**src/rtl/ex_oitf_pkg.sv**
```systemverilog
// Shared widths and the OITF entry payload type for the EXU long-pipe tracker.
// The width defines live here so every file that imports the package sees them.
`ifndef E203_OITF_DEPTH
  `define E203_OITF_DEPTH 2
`endif
`ifndef E203_ITAG_WIDTH
  `define E203_ITAG_WIDTH 1
`endif
`ifndef E203_RFIDX_WIDTH
  `define E203_RFIDX_WIDTH 5
`endif
`ifndef E203_PC_SIZE
  `define E203_PC_SIZE 32
`endif

package ex_oitf_pkg;
  localparam int OITF_DEPTH = `E203_OITF_DEPTH;
  localparam int ITAG_W     = `E203_ITAG_WIDTH;
  localparam int RFIDX_W    = `E203_RFIDX_WIDTH;
  localparam int PC_W       = `E203_PC_SIZE;

  typedef struct packed {
    logic [RFIDX_W-1:0] rdidx;
    logic               rdwen;
    logic               rdfpu;
    logic [PC_W-1:0]    pc;
  } oitf_ent_t;

  // True when a dispatching operand reads the register this entry will write.
  function automatic logic ent_hit(oitf_ent_t e, logic en,
                                   logic [RFIDX_W-1:0] idx, logic fpu);
    return en & e.rdwen & (e.rdidx == idx) & (e.rdfpu == fpu);
  endfunction
endpackage

```
**src/rtl/ex_oitf_ptr.sv**
```systemverilog
// Ring pointer with wrap flag; the flag distinguishes full from empty.
module oitf_ptr #(
  parameter int DEPTH = 2,
  parameter int PTRW  = 1
) (
  input  logic            clk,
  input  logic            rst_n,
  input  logic            inc,
  output logic [PTRW-1:0] ptr,
  output logic            flg
);
  logic [PTRW-1:0] ptr_q, ptr_d;
  logic            flg_q, flg_d;

  always_comb begin
    ptr_d = ptr_q;
    flg_d = flg_q;
    if (inc) begin
      if (ptr_q == PTRW'(DEPTH-1)) begin
        ptr_d = '0;
        flg_d = ~flg_q;
      end else begin
        ptr_d = ptr_q + PTRW'(1);
      end
    end
  end

  always_ff @(posedge clk or negedge rst_n) begin
    if (!rst_n) begin
      ptr_q <= '0;
      flg_q <= 1'b0;
    end else begin
      ptr_q <= ptr_d;
      flg_q <= flg_d;
    end
  end

  assign ptr = ptr_q;
  assign flg = flg_q;
endmodule

```
**src/rtl/ex_oitf.sv**
```systemverilog
// Outstanding instruction track FIFO: in-order alloc/retire of long-pipe ops
// plus RAW/WAW hazard flags against destinations still in flight.
module ex_oitf
  import ex_oitf_pkg::*;
#(
  parameter int DEPTH = `E203_OITF_DEPTH,
  parameter int PTRW  = `E203_ITAG_WIDTH
) (
  input  logic                         clk,
  input  logic                         rst_n,
  input  logic                         dis_ena,
  output logic                         dis_ready,
  output logic [PTRW-1:0]              dis_ptr,
  input  logic [`E203_RFIDX_WIDTH-1:0] disp_i_rdidx,
  input  logic                         disp_i_rdwen,
  input  logic                         disp_i_rdfpu,
  input  logic [`E203_PC_SIZE-1:0]     disp_i_pc,
  input  logic                         disp_i_rs1en,
  input  logic                         disp_i_rs2en,
  input  logic                         disp_i_rs3en,
  input  logic [`E203_RFIDX_WIDTH-1:0] disp_i_rs1idx,
  input  logic [`E203_RFIDX_WIDTH-1:0] disp_i_rs2idx,
  input  logic [`E203_RFIDX_WIDTH-1:0] disp_i_rs3idx,
  input  logic                         disp_i_rs1fpu,
  input  logic                         disp_i_rs2fpu,
  input  logic                         disp_i_rs3fpu,
  output logic                         oitfrd_match_disprs1,
  output logic                         oitfrd_match_disprs2,
  output logic                         oitfrd_match_disprs3,
  output logic                         oitfrd_match_disprd,
  input  logic                         ret_ena,
  output logic [PTRW-1:0]              ret_ptr,
  output logic [`E203_RFIDX_WIDTH-1:0] ret_rdidx,
  output logic                         ret_rdwen,
  output logic                         ret_rdfpu,
  output logic [`E203_PC_SIZE-1:0]     ret_pc,
  output logic                         oitf_empty
);
  logic [PTRW-1:0]  alc_ptr, rtr_ptr;
  logic             alc_flg, rtr_flg;
  logic             alc, rtr, full;
  logic [DEPTH-1:0] valid_q, valid_d;
  logic [DEPTH-1:0] m_rs1, m_rs2, m_rs3, m_rd;
  oitf_ent_t        ent_arr [DEPTH];
  oitf_ent_t        new_ent;

  assign oitf_empty = (alc_ptr == rtr_ptr) & (alc_flg == rtr_flg);
  assign full       = (alc_ptr == rtr_ptr) & (alc_flg != rtr_flg);
  assign dis_ready  = ~full;
  assign alc        = dis_ena & dis_ready;
  assign rtr        = ret_ena & ~oitf_empty;
  assign dis_ptr    = alc_ptr;
  assign ret_ptr    = rtr_ptr;

  oitf_ptr #(.DEPTH(DEPTH), .PTRW(PTRW)) u_alc_ptr (
    .clk(clk), .rst_n(rst_n), .inc(alc), .ptr(alc_ptr), .flg(alc_flg)
  );
  oitf_ptr #(.DEPTH(DEPTH), .PTRW(PTRW)) u_rtr_ptr (
    .clk(clk), .rst_n(rst_n), .inc(rtr), .ptr(rtr_ptr), .flg(rtr_flg)
  );

  assign new_ent = '{rdidx: disp_i_rdidx, rdwen: disp_i_rdwen,
                     rdfpu: disp_i_rdfpu, pc: disp_i_pc};

  // alc and rtr never target the same slot: that needs empty or full,
  // and each of those blocks one of the two.
  always_comb begin
    valid_d = valid_q;
    if (alc) valid_d[alc_ptr] = 1'b1;
    if (rtr) valid_d[rtr_ptr] = 1'b0;
  end

  always_ff @(posedge clk or negedge rst_n) begin
    if (!rst_n) valid_q <= '0;
    else        valid_q <= valid_d;
  end

  for (genvar g = 0; g < DEPTH; g++) begin : g_ent
    oitf_ent_t ent_q, ent_d;
    assign ent_d = (alc && alc_ptr == PTRW'(g)) ? new_ent : ent_q;

    // Payload is qualified by valid_q, so it needs no reset.
    always_ff @(posedge clk) ent_q <= ent_d;

    assign ent_arr[g] = ent_q;
    // Only entries valid before this edge count; a same-cycle alloc is excluded.
    assign m_rs1[g] = valid_q[g] & ent_hit(ent_q, disp_i_rs1en, disp_i_rs1idx, disp_i_rs1fpu);
    assign m_rs2[g] = valid_q[g] & ent_hit(ent_q, disp_i_rs2en, disp_i_rs2idx, disp_i_rs2fpu);
    assign m_rs3[g] = valid_q[g] & ent_hit(ent_q, disp_i_rs3en, disp_i_rs3idx, disp_i_rs3fpu);
    assign m_rd[g]  = valid_q[g] & ent_hit(ent_q, disp_i_rdwen, disp_i_rdidx,  disp_i_rdfpu);
  end

  assign oitfrd_match_disprs1 = |m_rs1;
  assign oitfrd_match_disprs2 = |m_rs2;
  assign oitfrd_match_disprs3 = |m_rs3;
  assign oitfrd_match_disprd  = |m_rd;

  assign ret_rdidx = ent_arr[rtr_ptr].rdidx;
  assign ret_rdwen = ent_arr[rtr_ptr].rdwen;
  assign ret_rdfpu = ent_arr[rtr_ptr].rdfpu;
  assign ret_pc    = ent_arr[rtr_ptr].pc;
endmodule

```
**config.mk**
```make
export PLATFORM = sky130hd
export DESIGN_NAME = ex_oitf
export DESIGN_NICKNAME = d
export VERILOG_FILES = /design/src/rtl/ex_oitf_pkg.sv /design/src/rtl/ex_oitf_ptr.sv /design/src/rtl/ex_oitf.sv
export SDC_FILE = /design/constraint.sdc
export NUM_CORES = 1
export LEC_CHECK = 0
export ABC_AREA = 0
export CORE_MARGIN = 5
export CORE_UTILIZATION = 40
export CTS_BUF_LIST = sky130_fd_sc_hd__clkbuf_4
export CTS_CLUSTER_SIZE = 14
export DETAILED_ROUTE_END_ITERATION = 7
export GPL_ROUTABILITY_DRIVEN = 1
export PLACE_DENSITY_LB_ADDON = 0.1
export SETUP_SLACK_MARGIN = 0.05
export SLEW_MARGIN = 40
export SYNTH_ARGS = -nofsm -noshare
export SYNTH_HDL_FRONTEND = slang
export SYNTH_SLANG_ARGS = --single-unit
```
**constraint.sdc**
```tcl
create_clock -name clk -period 3.59 [get_ports clk]
set_input_delay 0.718 -clock clk [delete_from_list [all_inputs] [get_ports clk]]
set_output_delay 0.718 -clock clk [all_outputs]
set_load 0.01 [all_outputs]
```
Yosys cells after proc, flatten, opt, wreduce, memory -nomap -nowiden
Cells that the tools add are included.
{"block": "totals", "reg_bits": 84, "elab_cells": 105, "inputBits": 64, "out_inout_bits": 47}
{"block": "classes", "bitwise_logic": 45, "muxes": 11, "add_sub_neg": 2, "reduce_logical": 10, "magnitude_cmp": 5, "n_eq_ne": 19}
{"op": "$mux 39", "count": 3}
{"op": "$eq 5x5->1", "count": 8}
{"op": "$and 1x1->1", "count": 36}
{"op": "$eq 1x1->1", "count": 10}
{"op": "$reduce_or 2->1", "count": 4}
{"op": "$not 1->1", "count": 5}
{"op": "$logic_and 1x1->1", "count": 4}
{"op": "$lt 1x2->1 const B", "count": 2}
{"op": "$mux 1", "count": 4}
{"op": "$mux 2", "count": 2}
{"op": "$reduce_and 2->1", "count": 2}
{"op": "$add 1x1->1 const B", "count": 2}
{"op": "$and 2x2->2", "count": 1}
{"op": "$demux 1 s1", "count": 2}
{"op": "$ge 1x1->1 const B", "count": 2}
{"op": "$ge 2x2->1 const B", "count": 1}
{"op": "$not 1->2", "count": 1}
{"op": "$not 2->2", "count": 1}
{"op": "$or 2x2->2", "count": 1}
{"op": "$ne 1x1->1", "count": 1}

Depth between registers and ports, before layout
Gate-level depths: netlist of the first run.
{"block": "depth", "ltp_word": 8, "depth_mapped": 5, "ltp_nobuf": 4}

By module
Synthesis of the first run repeated with hierarchy kept, for this count alone.
{"block": "hier_totals", "cells_unflattened": 238, "area_unflattened_um2": 3794.9}
{"module": "ex_oitf", "cells_each": 228, "area_per_inst_um2": 3652.3, "n_inst": 1, "seq_area_each_um2": 2392.3}
{"module": "oitf_ptr", "cells_each": 5, "area_per_inst_um2": 71.3, "n_inst": 2, "seq_area_each_um2": 50.0}

Worst setup path before layout of the first run
OpenSTA, ideal clock, no wires.
{"block": "synth_path", "path_type": "input to register", "from": "input port dis_ena", "to": "register g_ent[1].ent_q, in the netlist ent_arr[0], enable pin", "t_arrival_ns": 2.746, "path_slack_ns": 0.395, "setup_time_ns": 0.449, "path_buffers": 0, "t_required_ns": 3.141, "path_stages": 2, "cell_sequence": "nand2_1 > a21oi_1"}
{"block": "synth_between", "elab_chain_len": 2}
{"item": "start, declared", "line_no": "ex_oitf.sv:11", "rtl": "input logic dis_ena,"}
{"item": "$and 1x1->1", "line_no": "ex_oitf.sv:50", "rtl": "assign alc = dis_ena & dis_ready;"}
{"item": "$logic_and 1x1->1", "line_no": "ex_oitf.sv:80", "rtl": "assign ent_d = (alc && alc_ptr == PTRW'(g)) ? new_ent : ent_q;"}
{"item": "end signal, assigned", "line_no": "ex_oitf.sv:83", "rtl": "always_ff @(posedge clk) ent_q <= ent_d;"}
{"item": "end, declared", "line_no": "ex_oitf.sv:79", "rtl": "oitf_ent_t ent_q, ent_d;"}
Every way passes these cells.
A chain may end at the register's enable or synchronous reset.

Worst setup path after layout of the first run
{"block": "layout_path", "from": "input port disp_i_rs3idx[2]", "to": "output port oitfrd_match_disprs3"}
{"block": "layout_between", "elab_chain_len": 5, "word_cells_on_any_way": 9, "classes_between": "2 x eq/ne; 6 x bitwise; 1 x reduce/logical"}
{"item": "start, declared", "line_no": "ex_oitf.sv:23", "rtl": "input logic [`E203_RFIDX_WIDTH-1:0] disp_i_rs3idx,"}
{"item": "$eq 5x5->1", "line_no": "ex_oitf_pkg.sv:32", "rtl": "return en & e.rdwen & (e.rdidx == idx) & (e.rdfpu == fpu);"}
{"item": "$and 1x1->1 (2 in a row)", "line_no": "ex_oitf_pkg.sv:32"}
{"item": "$and 1x1->1", "line_no": "ex_oitf.sv:89", "rtl": "assign m_rs3[g] = valid_q[g] & ent_hit(ent_q, disp_i_rs3en, disp_i_rs3idx, disp_i_rs3fpu);"}
{"item": "$reduce_or 2->1 *", "line_no": "ex_oitf.sv:95", "rtl": "assign oitfrd_match_disprs3 = |m_rs3;"}
{"item": "end, declared", "line_no": "ex_oitf.sv:29", "rtl": "output logic oitfrd_match_disprs3,"}
Mark *: on every way between the ends. The rest lies on a longest branch, timed or not.

==> metrics, run 1 <==
total track usage=14.87%; Req. time, crit path=2.87 ns; Power Dens Cells=718.2 nW/µm²; crit-path cells=clkdlybuf4s50_1, xnor2_1, nand4_1, o41ai_2, clkdlybuf4s50_1; register bit count reported by yosys=84; crit start category=input pin; TritonCTS sink count=84; io pins=111; fillers=791; fmax=305.9 MHz; CP Max Fanout=2; Period minus WS final=3.269 ns; CTS clock-pin slew for the worst setup and hold paths=0.14 ns; critical path class=in2out; syn nets=309; Top delay family on crit path=buffers and inverters; Detailed Routing Iterations Pass 1=4; Clk Tree Root Cell=clkbuf_4; Cells after Synth=245; Post-synth top flop=edfxtp_1; Setup crit end kind=output port; slew margin rel.=56.47%; Crit path top cell by count=clkdlybuf4s50_1; met3 WL=574 µm; met2 wire len=4211 µm; routed length per instance=17.41 µm; Post-DP HPWL=6092 µm; final setup vio count=0; # diodes=0; Unique masters post-synth=25; max layer used=met4; Port Buffers=110; CTS tree=built; slowest stage delay, CP=0.60 ns; number of gates resized after cts=0; final setup margin=0.3213 ns; die area=11,670 µm²; # DRC=0; Synth Cell Area=3845 µm²; sequential cell area fraction in the yosys report=64.82%; first-pass GRT wire length=12,970 µm; ratio of cells with drive above 1 in the final layout=18.94%; Pwr Total=3.744 mW; Area growth, synth to finish=35.57%; placed cell area=5042 µm²; Die W=108.0 µm; Max Cap Viol=0; Bufs and invs on worst path=2; H-tree depth=3; period utilisation layout=91.05%; largest area contributor in the netlist=edfxtp_1; Yosys warnings=0; Row Count=35; FF/Latch Area=2494 µm²; Slew @ Worst Pin=0.6513 ns; Multi-input gate area=1225 µm²; Initial Util=41.22%; clk_skew=0.01831 ns; antenna violations before repair=0; syn_area_per_cell=15.69 µm²; status=finished, final reports clean; die height=108.0 µm; HP Class=in2async; Nets=418; Yosys top cell area share=60.92%; GP Congestion=0.7712; CTS Hold Bufs=0; post-route met1 wirelength=3626 µm; final instance area=5213 µm²; Synth async-reset ratio=7.143%; worst slack, placed=0.3283 ns; vias per cell=4.844; CTS Buf Count=9; number of enable flip-flop cells after synthesis=78; Area contributors post-synth=edfxtp_1, mux2_2, xnor2_1; postcts setup bufs=0; core area=9328 µm²; WP data arrival=2.55 ns; max-slew violation total from the final report=0; sum of negative setup slack=0 ns; WHS=0.5260 ns; vias in the first global route=2,579; RSZ-0062 raised after global routing=false; drt initial violations=55; DRT antenna net count=0; Post-Route WL=8495 µm; IR drop worst, VDD=0.3786 mV; clock buffer depth=2; Hold Fails Final Rpt=0; total grt overflow=0; via count=2,364; Leakage=1.762 nW; pin count of the biggest net entering global routing=26; worst skew pair latency=0.41 ns; Crit-path slowest cell=clkdlybuf4s50_1
==> path summary, 6_finish.rpt <==
kind | from | end | slack (ns) | cells past startpoint
min in group clk | u_alc_ptr.flg | u_rtr_ptr.flg | 0.64 | 2
setup reg to reg | u_rtr_ptr.ptr | ent_arr[43] | 1.23 | 4
setup / recovery | disp_i_rs3idx[2] | oitfrd_match_disprs3 | 0.32 | 5
hold / removal | rst_n | u_rtr_ptr.flg | 0.53 | 1
max in group asynchronous | rst_n | u_rtr_ptr.ptr | 2.83 | 1
hold reg to reg | u_alc_ptr.flg | u_rtr_ptr.flg | 0.64 | 2
==> synth_stat cells, types with 6 or more instances <==
master / n
xnor2_1: 29
buf_2: 6
dfrtp_1: 6
xor2_1: 22
buf_6: 7
edfxtp_1: 78
nand3_1: 9
nand4_1: 8
nand2_1: 6
mux2_2: 39
==> cell usage in the layout, fill, tap and decap left out, types with 3 or more instances in the layout <==
| master | Yosys | final |
|---|---|---|
| xnor2_1 | 29 | 29 |
| dfrtp_1 | 6 | 5 |
| mux2_2 | 39 | 39 |
| edfxtp_1 | 78 | 78 |
| nand4_1 | 8 | 8 |
| a21oi_1 | 4 | 3 |
| o21ai_0 | 4 | 4 |
| o41ai_2 | 4 | 4 |
| nand2_1 | 6 | 6 |
| nor4_1 | 4 | 4 |
| clkdlybuf4s50_1 | 0 | 110 |
| buf_4 | 4 | 5 |
| clkbuf_4 | 0 | 10 |
| xor2_1 | 22 | 22 |
| nand3_1 | 9 | 9 |
| nor3_1 | 4 | 4 |
==> per-stage QoR <==
step | utilization (%) | instances
2_1_floorplan | - | 245
3_3_place_gp | 54.06 | 472
3_5_place_dp | 54.06 | 472
4_1_cts | 55.88 | 488
5_1_grt | 55.88 | 488
6_report | 55.88 | 488
==> sequential cells by signal (all words and copies together), names as in the netlist <==
| register | cells |
|---|---|
| u_alc_ptr.flg | 1 |
| valid_q | 2 |
| u_alc_ptr.ptr | 1 |
| u_rtr_ptr.flg | 1 |
| ent_arr | 78 |
| u_rtr_ptr.ptr | 1 |
==> worst reg2reg max path: stages (launching register included) <==
cell and delay, ns:
dfrtp_2 0.72, buf_4 0.29, o21ai_0 0.16, nor2_4 0.54, buf_4 0.35
==> final cells by class <==
class,count,area share (%)
Tap cell,129,3.096
Timing Repair Buffer,116,22.23
Sequential cell,84,47.84
Clock buffer,10,1.440
Clock inverter,6,1.824
Multi-Input combinational cell,142,23.50
Inverter,1,0.07201
==> logic make-up after synthesis <==
group,Yosys count,share of synthesized area [%]
and+or+nand+nor,37,5.077
DFF,84,64.82
xor gates and xnor gates,51,11.62
AOI/OAI and AO/OA,15,3.254
muxes,39,11.42
buffers and inverters,19,3.807
==> power by group <==
part / total (mW) / internal (mW) / switching (mW) / leakage (nW)
registers: 1.59 / 1.38 / 0.215 / 0.795
logic: 1.53 / 0.859 / 0.667 / 0.875
clock network: 0.626 / 0.298 / 0.328 / 0.0916
total: 3.74 / 2.53 / 1.21 / 1.76
==> layer usage <==
layer	vias up	GRT usage (%)
li1	1134	-
met4	0	5.140
met3	7	5.194
met5	-	0
met1	1147	18.27
met2	76	24.42
Note: power is estimated with default switching activity, not from simulation.
==> run 2, diff against run 1 <==
- REMOVE_ABC_BUFFERS: not set -> 1
==> metrics, run 2 (synthesis gave the netlist of run 1 again) <==
GP Congestion=0.8226; CTS Buf Count=9; total track usage=14.55%; antenna violations before repair=0; Req. time, crit path=2.87 ns; Max Cap Viol=0; clock buffer depth=2; r2r endpoint=ent_arr[62]; Leakage=1.740 nW; via count=2,319; drt initial violations=68; number of gates resized after cts=0; die height=108.0 µm; die area=11,670 µm²; Initial Util=41.22%; Port Buffers=110; DRT antenna net count=0; Detailed Routing Iterations Pass 1=4; slowest stage delay, CP=0.61 ns; Post-DP HPWL=5804 µm; io pins=111; Placed Cells=469; CTS tree=built; Crit-path slowest cell=clkdlybuf4s50_1; Clk Tree Root Cell=clkbuf_4; vias in the first global route=2,528; fmax=304.8 MHz; commonest cells after routing, fill and taps aside=clkdlybuf4s50_1, edfxtp_1, mux2_2; max reg flops=78; worst skew pair latency=0.41 ns; # diodes=0; IR drop worst, VDD=0.4236 mV; Post-Route WL=8190 µm; total grt overflow=0; critical path capture point=oitfrd_match_disprd; max-slew violation total from the final report=0; status=finished, final reports clean; Slew @ Worst Pin=0.5740 ns; # DRC=0; TritonCTS sink count=84; CTS Hold Bufs=0; worst setup path start=disp_i_rdidx[2]; routed length per instance=16.89 µm; Area growth, synth to finish=34.88%; Row Count=35; WHS=0.5443 ns; slew margin rel.=61.65%; RSZ-0062 raised after global routing=false; Die W=108.0 µm; pin count of the biggest net entering global routing=51; H-tree depth=3; HP Class=in2async; first-pass GRT wire length=12,810 µm; Setup crit end kind=output port; period utilisation layout=91.38%; Crit path top cell by count=clkdlybuf4s50_1; CTS clock-pin slew for the worst setup and hold paths=0.14 ns; CP Max Fanout=4; WP data arrival=2.56 ns; Power Dens Cells=704.6 nW/µm²; clk_skew=0.01628 ns; Worst Reg-to-Reg Cells=4; Hold Fails Final Rpt=0; Nets=415; reg-to-reg slack, setup=1.55 ns; critical path class=in2out; final setup vio count=0; vias per cell=4.781; postcts setup bufs=0; leading cell type in the layout, fill and taps excluded=clkdlybuf4s50_1; ratio of cells with drive above 1 in the final layout=17.98%; core area=9328 µm²; crit-path cells=clkdlybuf4s50_1, xnor2_1, nand4_1, o41ai_2, clkdlybuf4s50_1; worst r2r src=u_rtr_ptr.flg; Period minus WS final=3.280 ns; post-route non-filler standard cell count=485; crit start category=input pin
[run 2: cell count changes in the layout (fill, tap and decap cells not counted), sizes merged]
cell and change:
clkbuf -1, clkinv +2, bufinv -1, buf -3
[run 2: worst max-delay path, delay by kind of cell]
family	cells	cell delay, ns
compound gates	1	0.39
simple gates	1	0.14
xor+xnor	1	0.14
buf+inv	2	1.17
[run 2: routing by layer]
layer  vias up  global-route usage, %  wire length, µm
met4         0                  4.328               28
met3         2                  5.851              668
met2        81                  23.76             3920
li1       1124                      -                -
met1      1112                  17.82             3572
met5         -                      0                0
[run 2: cell type report]
type,count,area [µm²]
clock buffers,9,67.56
inverters,1,3.754
flip-flops and latches,84,2494
fillers,786,4141
well taps,129,161.4
multi-input cells,142,1225
repair buffers,113,1161
clock inverters,7,73.82
[run 2: through the flow]
| step | setup slack (ns) | area (µm²) | power (mW) | setup TNS, ns | utilization [%] |
|---|---|---|---|---|---|
| after global placement | 0.2868 | 5045 | 3.154 | 0 | 54.08 |
| after CTS | 0.2878 | 5186 | 3.723 | 0 | 55.60 |
| after detailed placement | 0.2880 | 5045 | 3.168 | 0 | 54.08 |
| final | 0.3096 | 5186 | 3.654 | 0 | 55.60 |
| after global routing | 0.2132 | 5186 | 3.890 | 0 | 55.60 |
| after floorplan | -0.06566 | 3702 | 2.331 | -2.561 | - |
[run 2: report_power, final]
part / switching (mW) / leakage, nW / total [mW] / internal (mW)
clock: 0.324 / 0.0783 / 0.541 / 0.217
combinational: 0.713 / 0.867 / 1.58 / 0.865
sequential: 0.158 / 0.795 / 1.54 / 1.38
total: 1.20 / 1.74 / 3.65 / 2.46
[run 2: worst min-delay path by stage]
stage	endpoint	start	slack, ns	cells past startpoint
floorplan	u_alc_ptr.flg	rst_n	0.42	0
global placement	u_rtr_ptr.flg	u_rtr_ptr.flg	0.58	2
detailed placement	valid_q[1]	valid_q[1]	0.60	2
CTS	u_alc_ptr.ptr	rst_n	0.49	1
global route	u_alc_ptr.flg	rst_n	0.50	1
finish	u_alc_ptr.ptr	rst_n	0.54	1
==> run 3, diff against run 2 <==
- ABC_AREA: 0 -> not set
- CTS_CLUSTER_SIZE: 14 -> 20
- SLEW_MARGIN: 40 -> 10
==> results of run 3 <==
Same layout as run 2: the final DEF is identical, and so are final timing and power.
==> edit, RTL diff (flow settings as in run 1) <==
Make the reset (`rst_n`) synchronous in 2 clocked blocks.
--- a/src/rtl/ex_oitf_ptr.sv
+++ b/src/rtl/ex_oitf_ptr.sv
@@ -25,7 +25,7 @@
     end
   end
 
-  always_ff @(posedge clk or negedge rst_n) begin
+  always_ff @(posedge clk) begin
     if (!rst_n) begin
       ptr_q <= '0;
       flg_q <= 1'b0;
--- a/src/rtl/ex_oitf.sv
+++ b/src/rtl/ex_oitf.sv
@@ -70,7 +70,7 @@
     if (rtr) valid_d[rtr_ptr] = 1'b0;
   end
 
-  always_ff @(posedge clk or negedge rst_n) begin
+  always_ff @(posedge clk) begin
     if (!rst_n) valid_q <= '0;
     else        valid_q <= valid_d;
   end
Check against the original RTL: differs if rst_n is asserted again (counterexample within 4 cycles, from zero or initial values and one cycle with rst_n low); with rst_n held inactive, the same outputs for 4 cycles.
==> edit against run 1 <==
- power decreased by 26%
- clock power decreased by 4.6%
- sequential cell count unchanged
- maximum frequency decreased by 1.8%
- setup slack got worse by 0.059 ns
- routed wire length decreased by 8.2%
- synthesized area decreased by 3.7%
- synthesized cell count decreased by 6.1%
- utilization decreased by 0.46 points
- combinational power decreased by 42%
- cell area decreased by 2.7%
- worst hold slack improved by 0.020 ns
==> edit: results (changes against run 1) <==
** Status
- The flow ran to the end, and the final reports show no timing, DRC or antenna violations.

** STA
- The worst-case hold slack is 0.546 ns (+0.0196 ns).
- The peak clock frequency supported by timing came to 301 MHz (-1.8%).
- Setup Skew :: 0.0161 ns (-0.00223 ns)

** Synthesis
- Yosys attributes the largest share of cell area to edfxtp_1, mux2_2, xnor2_1.
- Number of distinct library cells after synthesis :: 26 (+4.0%)
- The mean instance size in the synthesized netlist came to 16.1 µm² (+2.6%).
- The net count after synthesis was 294 (-4.9%).
- The async set or reset register ratio after synthesis is 0 (-0.0714).
- By count the netlist is led by edfxtp_1, mux2_2, xnor2_1.

** Placed design
- Final weighted congestion of routability-driven global placement :: 0.841 (+9.1%)
- The setup slack at placement is 0.267 ns (-0.0615 ns).
- The post-DP HPWL came to 5460 µm (-10%).

** Worst setup path
- WP data arrival :: 2.61 ns (+0.06 ns)

** GRT
- Fraction of met2 tracks used by global routing :: 0.237 (-0.00712)
- The total routing usage reported by global routing was 0.142 (-0.00666).
- The met1 track demand over resource came to 0.167 (-0.0153).
- The first-pass GRT wire length is 12300 µm (-5.5%).

** Route
- Number of vias after detailed routing :: 2208 (-6.6%)
- Routed met3 length :: 591 µm (+3.0%)
- Total wirelength of the detailed-routed design :: 7800 µm (-8.2%)
- The iteration-0 DRC count of the detailed router was 98 (+78%).
- The routed metal-1 wire length was 3420 µm (-5.7%).
- The met2 wire length is 3640 µm (-13%).

** Clock network
- The CTS clock-pin slew for the worst setup and hold paths was 0.11 ns (-0.03 ns).

** Pwr
- The maximum VDD drop is 301 µV (-20%).
- Clock network power consumption :: 0.597 mW (-4.6%)

** Min path
- The tightest min-delay check is of the register to register type.

** Cells and area
- The filler cell count came to 763 (-3.5%).
==> edit: cells by family after synthesis <==
group	after synthesis	share of synthesized area
AOI/OAI and AO/OA	11	0.0240
xor gates and xnor gates	53	0.129
buffers and inverters	19	0.0226
DFF	84	0.665
muxes	39	0.119
and+or+nand+nor	24	0.0405
==> edit: worst paths after layout <==
path / startpoint / end / depth (start not counted)
worst min-delay path: valid_q[1]$_SDFF_PN0_ / valid_q[1]$_SDFF_PN0_ / 1
worst max register to register: u_rtr_ptr.ptr$_SDFFE_PN0N_ / ent_arr[76]$_DFFE_PP_ / 3
worst max-delay path: disp_i_rdfpu / oitfrd_match_disprd / 6
worst min register to register: valid_q[1]$_SDFF_PN0_ / valid_q[1]$_SDFF_PN0_ / 1
==> edit: area by class of cell <==
cell class	instances	area, µm²	area share
sequential	84	2460	0.486
multi-input combinational	127	1160	0.230
timing repair buffer	115	1140	0.224
tap	111	139	0.0274
clock buffer	11	82.6	0.0163
clock inverter	5	76.3	0.0150
inverter	2	7.51	0.00148
